--- src/rtl/pwm_spd_decode_pkg.sv ---
// Shared motor package: default timing parameters, speed offset and decoder FSM states.
package pwm_spd_decode_pkg;

    localparam int PERIOD_DEF   = 2048;
    localparam int DEAD_MAX_DEF = 4;
    localparam int TIMEOUT_DEF  = 4096;

    localparam logic [10:0] SPD_OFFSET = 11'd1024;
    localparam logic [10:0] SPD_MIN    = 11'd0 - SPD_OFFSET;

    typedef enum logic [1:0] {
        IDLE,
        MEASURE,
        STALL_LO,
        STALL_HI
    } state_e;

    // High-time count to signed speed; subtracting 1024 from 11 bits just flips the MSB.
    function automatic logic [10:0] hi_to_spd(input logic [10:0] hi);
        return hi - SPD_OFFSET;
    endfunction

endpackage

--- src/rtl/pwm_spd_decode_sync2.sv ---
// Two-flop synchronizer for a single asynchronous input bit.
module sync2
    import pwm_spd_decode_pkg::*;
(
    input  logic clk,
    input  logic rst_n,
    input  logic d_i,
    output logic q_o
);

    logic meta_q;
    logic sync_q;

    always_ff @(posedge clk) begin
        if (!rst_n) begin
            meta_q <= 1'b0;
            sync_q <= 1'b0;
        end else begin
            meta_q <= d_i;
            sync_q <= meta_q;
        end
    end

    assign q_o = sync_q;

endmodule

--- src/rtl/pwm_spd_decode.sv ---
// Recovers a signed speed from a complementary PWM pair by timing high time per period,
// flagging bad periods, complement violations and stalled inputs.
module pwm_spd_decode
    import pwm_spd_decode_pkg::*;
#(
    parameter int PERIOD   = PERIOD_DEF,
    parameter int DEAD_MAX = DEAD_MAX_DEF,
    parameter int TIMEOUT  = TIMEOUT_DEF
) (
    input  logic               clk,
    input  logic               rst_n,
    input  logic               pwm_in,
    input  logic               pwm_in_n,
    output logic signed [10:0] spd,
    output logic               spd_vld,
    output logic               per_err,
    output logic               pair_err,
    output logic               stall
);

    logic pwm_s;
    logic pwmn_s;

    sync2 u_sync_p (.clk(clk), .rst_n(rst_n), .d_i(pwm_in),   .q_o(pwm_s));
    sync2 u_sync_n (.clk(clk), .rst_n(rst_n), .d_i(pwm_in_n), .q_o(pwmn_s));

    state_e      state_q, state_d;
    logic        now_q, prev_q, now_n_q;
    logic [11:0] per_cnt_q, per_cnt_d;
    logic [10:0] hi_cnt_q, hi_cnt_d;
    logic [7:0]  dead_cnt_q, dead_cnt_d;
    logic        pair_flag_q, pair_flag_d;
    logic [10:0] spd_q, spd_d;
    logic        vld_q, vld_d;
    logic        per_err_q, per_err_d;
    logic        pair_err_q, pair_err_d;

    logic        rise;
    logic        eq;
    logic        viol;
    logic        timeout;
    logic [12:0] per_inc;

    // The extra now/prev stage puts the strobes three clocks after raw pwm_in is first sampled high.
    assign rise    = now_q & ~prev_q;
    assign eq      = (now_q == now_n_q);
    assign viol    = eq && (int'(dead_cnt_q) == DEAD_MAX);
    assign per_inc = {1'b0, per_cnt_q} + 13'd1;
    assign timeout = (int'(per_inc) >= TIMEOUT);

    always_comb begin
        state_d     = state_q;
        spd_d       = spd_q;
        vld_d       = 1'b0;
        per_err_d   = 1'b0;
        pair_err_d  = viol;
        pair_flag_d = pair_flag_q | viol;
        per_cnt_d   = (per_cnt_q == 12'hFFF) ? per_cnt_q : per_cnt_q + 12'd1;
        hi_cnt_d    = (now_q && hi_cnt_q != 11'h7FF) ? hi_cnt_q + 11'd1 : hi_cnt_q;

        if (!eq) begin
            dead_cnt_d = 8'd0;
        end else if (int'(dead_cnt_q) <= DEAD_MAX) begin
            dead_cnt_d = dead_cnt_q + 8'd1;
        end else begin
            dead_cnt_d = dead_cnt_q;
        end

        if (rise) begin
            per_cnt_d   = 12'd1;
            hi_cnt_d    = 11'd1;
            pair_flag_d = viol;
            state_d     = MEASURE;
            case (state_q)
                MEASURE: begin
                    if (int'(per_cnt_q) == PERIOD) begin
                        if (!(pair_flag_q || viol)) begin
                            spd_d = hi_to_spd(hi_cnt_q);
                            vld_d = 1'b1;
                        end
                    end else begin
                        per_err_d = 1'b1;
                    end
                end
                default: ;
            endcase
        end else if (timeout && (state_q == IDLE || state_q == MEASURE)) begin
            if (now_q) begin
                state_d = STALL_HI;
            end else begin
                state_d = STALL_LO;
                spd_d   = SPD_MIN;
                vld_d   = 1'b1;
            end
        end
    end

    always_ff @(posedge clk) begin
        if (!rst_n) begin
            state_q     <= IDLE;
            now_q       <= 1'b0;
            prev_q      <= 1'b0;
            now_n_q     <= 1'b0;
            per_cnt_q   <= 12'd0;
            hi_cnt_q    <= 11'd0;
            dead_cnt_q  <= 8'd0;
            pair_flag_q <= 1'b0;
            spd_q       <= 11'd0;
            vld_q       <= 1'b0;
            per_err_q   <= 1'b0;
            pair_err_q  <= 1'b0;
        end else begin
            state_q     <= state_d;
            now_q       <= pwm_s;
            prev_q      <= now_q;
            now_n_q     <= pwmn_s;
            per_cnt_q   <= per_cnt_d;
            hi_cnt_q    <= hi_cnt_d;
            dead_cnt_q  <= dead_cnt_d;
            pair_flag_q <= pair_flag_d;
            spd_q       <= spd_d;
            vld_q       <= vld_d;
            per_err_q   <= per_err_d;
            pair_err_q  <= pair_err_d;
        end
    end

    assign spd      = spd_q;
    assign spd_vld  = vld_q;
    assign per_err  = per_err_q;
    assign pair_err = pair_err_q;
    assign stall    = (state_q == STALL_LO) || (state_q == STALL_HI);

endmodule

--- config.mk ---
export PLATFORM = sky130hd
export DESIGN_NAME = pwm_spd_decode
export DESIGN_NICKNAME = d
export VERILOG_FILES = /design/src/rtl/pwm_spd_decode_pkg.sv /design/src/rtl/pwm_spd_decode_sync2.sv /design/src/rtl/pwm_spd_decode.sv
export SDC_FILE = /design/constraint.sdc
export NUM_CORES = 1
export LEC_CHECK = 0
export ABC_AREA = 1
export CORE_MARGIN = 3
export CORE_UTILIZATION = 57
export CTS_CLUSTER_SIZE = 20
export DETAILED_ROUTE_END_ITERATION = 10
export GPL_ROUTABILITY_DRIVEN = 0
export PLACE_DENSITY = 0.78
export SETUP_SLACK_MARGIN = 0.15
export SLEW_MARGIN = 10
export SYNTH_ARGS = -nofsm -noshare
export SYNTH_HDL_FRONTEND = slang
export SYNTH_SLANG_ARGS = --single-unit
--- constraint.sdc ---
create_clock -name clk -period 3.84 [get_ports clk]
set_clock_uncertainty 0.15 [all_clocks]
set_input_delay 1.152 -clock clk [delete_from_list [all_inputs] [get_ports clk]]
set_output_delay 1.152 -clock clk [all_outputs]
set_load 0.02 [all_outputs]
# Word level (Yosys, flattened, before mapping)
# Cells that the tools add are included.
# word_totals
wordCells	77
in_bits	4
out_inout_bits	15
reg_bits	55
# op_classes
n_lt_le_gt_ge	2
n_eq_ne	13
bitwise	4
n_mux	21
add_sub_neg	5
n_reduce_logical	13
# ops
cell	count
$mux W11	6
$eq A12 B12 Y1 const B	2
$mux W1	15
$add A12 B1 Y13 const B	1
$ge A13 B13 Y1 const B	1
$add A12 B1 Y12 const B	1
$add A11 B1 Y11 const B	1
$ne A11 B11 Y1 const B	1
$sub A11 B11 Y11 const B	1
$add A8 B1 Y8 const B	1
$eq A8 B4 Y1 const B	1
$le A8 B3 Y1 const B	1
$ne A2 B1 Y1 const B	3
$reduce_and A5 Y1	1
$eq A2 B2 Y1 const B	2
$ne A2 B2 Y1 const B	2
$reduce_bool A2 Y1	2
$logic_and A1 B1 Y1	3
$logic_or A1 B1 Y1	3
$reduce_and A3 Y1	1
$eq A2 B1 Y1 const B	1
$logic_not A2 Y1	1
$not A1 Y1	2
$reduce_and A2 Y1	1
other kinds (4)	4

# Logic depth before layout (Yosys ltp)
# depth
ltp_word	7
ltp_mapped	11

# Cells and area by module
# From an unflattened synthesis, not the netlist that was laid out.
# unflattened
cells_unflattened	331
area_unflattened_um2	2528.7
# modules_own_cells
mod	area_per_inst_um2	n_inst	cells_per_inst	seq_area_each_um2
pwm_spd_decode	2418.6	1	319	1021.0
sync2	55.1	2	6	40.0

# Worst setup path before layout
# No wires, ideal clock.
# synth_timing
path_kind	input port to flip-flop
startpoint	input rst_n
endpoint	register state_q[1]
path_stages	5
arrival_ns	1.760
setup_slack_ns	1.860
path_buffers	1
cell_sequence	inv_1 -> nor2_4 -> inv_1 -> buf_2 -> a21oi_1
# synth_between
elab_chain_len	2
# synth_lines
element	line	rtl
start, declared	pwm_spd_decode.sv:11	input logic rst_n,
$not A1 Y1 (no line)	--	
$reduce_or A2 Y1 (no line)	--	
end signal, assigned	pwm_spd_decode.sv:113	state_q <= state_d;
end, declared	pwm_spd_decode.sv:27	state_e state_q, state_d;
# Every way passes these cells.
# A chain may end at the register's enable or synchronous reset.

# Worst setup path in the final report
# layout_timing
startpoint	input rst_n
endpoint	register hi_cnt_q[6]
# layout_between
elab_chain_len	2
# layout_lines
element	line	rtl
$not A1 Y1 (no line)	--	
$reduce_or A2 Y1 (no line)	--	
end signal, assigned	pwm_spd_decode.sv:118	hi_cnt_q <= hi_cnt_d;
end, declared	pwm_spd_decode.sv:30	logic [10:0] hi_cnt_q, hi_cnt_d;
# Every way passes these cells.

==> run_results.csv <==
group,metric,value,unit
synth,synth_area_leader_cell,"dfxtp_1",
final_layout,multiInputGateArea,0.001189,mm^2
setup_path,critPathRequiredTime,3900,ps
timing,final-setup-viol-count,0,
global_routing,top_usage_layer,"met2",
final_layout,num-fill-cells,363,
synth,syn-num-nets,331,
routing,drc,0,
synth,ys_ff_latch,55,
synth,netlist_area,0.002527,mm^2
synth,synthCells,322,
timing,timing.fmax,0.3561,GHz
setup_path,critical_path_arrival,2870,ps
floorplan,rows,23,
final_layout,diodes,0,
clock_network,ctsResizeCount,0,
routing,ant_nets,0,
floorplan,fp.dieH,72.59,um
floorplan,start_util,60.99,%
final_layout,layout.core_utilization,68.21,%
clock_network,cts_made_buffers,5,
global_routing,antenna_found_initial,0,
routing,wirelength,4559,um
synth,synth-edff-count,0,
clock_network,ctsHtreeMaxLevel,2,
final_layout,seqCellArea,0.001101,mm^2
final_layout,layout_commonest_cell,"nand2_1",
final_layout,final_area,0.002826,mm^2
synth,ys_types,40,
global_routing,grt_overflow,0,
setup_path,endpoint,"hi_cnt_q[6]",
job,drv_cap,0,
global_routing,use_met3,4.545,%
synth,synth_ff_type,"dfxtp_1",
floorplan,die_area,0.005269,mm^2
global_routing,grt_usage,19.17,%
global_routing,grt_first_pass_wirelength,8045,um
power,p_total,0.0009547,W
setup_path,reg2reg_depth,10,
global_routing,grt_max_degree,16,
global_routing,groute.layer.met1.usage,23.16,%
routing,drt_iter0_markers,104,
setup_path,crit_start,"rst_n",
power,max-vdd-ir-drop,0.2768,mV
timing,drv_slew,0,
final_layout,layout_common_cells,"nand2_1 (71), dfxtp_1 (55), inv_1 (43), a21oi_1 (27), nor2_1 (20)",
final_layout,drive_above_1_share,12.83,%
outcome,status,"finished clean",
placed_design,place_hpwl,3367,um
synth,seq_area_frac_synth,43.56,%
timing,tightest_slew,499.4,ps
clock_network,cts_sinks,55,
synth,ys_warn_count,0,
routing,route.vias.total,2021,
clock_network,worstSkewPairLatency,310,ps
clock_network,path_clk_slew,90,ps
worst_hold_path,holdCritPathClass,"flop to flop",
timing,post-route-period-util,73.12,%
timing,period_minus_slack,2808,ps
synth,synth_area_leaders,"dfxtp_1 (44%), nand2_1 (11%), inv_1 (6.4%)",
clock_network,cts_hold_buf,0,
clock_network,clockBufferDepth,2,
floorplan,io_pins,19,
power,p_leak,1.196,nW
timing,rsz0062_at_grt,"no",
setup_path,path_class,"input port to flop",
global_routing,grt_pass1_vias,1901,
setup_path,ff2ff_setup_slack,1920,ps
final_layout,syn_to_final_growth,11.83,%
routing,wl_per_cell,11.60,um
synth,async_reset_ff_share,0,%
floorplan,core_area,0.004144,mm^2
setup_path,crit_path_max_fanout,15,
setup_path,r2r-end,"spd[9]",
setup_path,setup.worst_path.end_class,"flop",
setup_path,r2r-start,"per_cnt_q[0]",
placed_design,portBuffers,18,
timing,max_slew_margin,66.67,%
power,pwr_density_cell,337.8,mW/mm^2
setup_path,critPathLaunchType,"input port",
routing,viasPerCell,5.142,
clock_network,postCtsSetupBuffers,0,
clock_network,cts_tree,"done",
synth,synth_area_per_cell,7.849,um^2
synth,netlist.area_leader.share,43.56,%
timing,hold_viol,0,
global_routing,met2_usage,33.57,%
clock_network,root_buffer,"clkbuf_8",
timing,holdWs,272.5,ps
timing,fin_setup_tns,0,ps
routing,drt_pass1_iterations,4,
floorplan,fp.dieW,72.59,um
placed_design,placed_area,0.002745,mm^2
final_layout,nets,351,
## state kept, by name, summed over array words and instances (netlist names)
name	count
per_cnt_q	12
prev_q	1
now_q	1
now_n_q	1
u_sync_p.q_o	1
hi_cnt_q	11
u_sync_p.meta_q	1
state_q	2
per_err	1
dead_cnt_q	8
u_sync_n.q_o	1
spd_vld	1
pair_flag_q	1
u_sync_n.meta_q	1
pair_err	1
spd	11
## logic make-up after synthesis
kind of cell             after synthesis  share of synthesized area (%)
buffers and inverters                 60                          9.406
flip-flops                            55                          43.56
adder cells (fa/ha/maj)                5                          2.475
AO/OA/AOI/OAI                         50                          10.99
AND/OR/NAND/NOR                      143                          30.15
XOR/XNOR                               9                          3.416
## synthesized netlist by cell type, types with 5 or more instances
cell type and n:
a21oi_1 27, dfxtp_1 55, ha_1 5, inv_1 43
inv_2 10, nand2_1 71, nand2_4 5, nand3_1 13
nor2_1 20, nor2_2 5, nor3_1 7, o21ai_0 6
o21ai_1 5
## worst max-delay path, stage by stage
cell,delay [ps]
clkdlybuf4s50_1,400
buf_4,180
inv_1,360
nor2_4,130
inv_1,410
o21bai_1,190
nor2_1,50
## per-stage QoR
stage / instances / worst slack [ps]
after global routing: 393 / 866.2
final: 393 / 1032
after floorplan: 322 / 1860
after global placement: 385 / 723.5
after CTS: 393 / 1028
after detailed placement: 385 / 689.6
## worst min-delay path by stage
stage / start / to / slack (ps) / cells after the start
6_report: u_sync_p.q_o / now_q / 270 / 2
5_1_grt: u_sync_p.q_o / now_q / 290 / 2
4_1_cts: u_sync_n.q_o / now_n_q / 280 / 2
3_5_place_dp: u_sync_n.q_o / now_n_q / 260 / 2
3_3_place_gp: u_sync_n.q_o / now_n_q / 250 / 2
2_1_floorplan: u_sync_n.q_o / now_n_q / 240 / 2
## report_power, final
group	leakage [nW]	switching [W]	internal, W	total, W
Combinational	0.709	0.0000379	0.0000213	0.0000592
Sequential	0.445	0.00000894	0.000581	0.000590
Clock	0.0422	0.000177	0.000128	0.000306
Total	1.20	0.000224	0.000731	0.000955
## routing by layer
metal | routed length [um] | vias up
li1 | - | 1055
met1 | 2091 | 924
met2 | 2182 | 36
met3 | 222 | 6
met4 | 62 | 0
met5 | 0 | -
## cell type report
type / instances / share of cell area (%)
tap: 50 / 2.213
timing repair buffer: 19 / 6.640
sequential: 55 / 38.96
inverter: 54 / 7.260
clock inverter: 1 / 0.1771
clock buffer: 7 / 2.700
multi-input combinational: 207 / 42.05
Note: power is estimated with default switching activity, not from simulation.
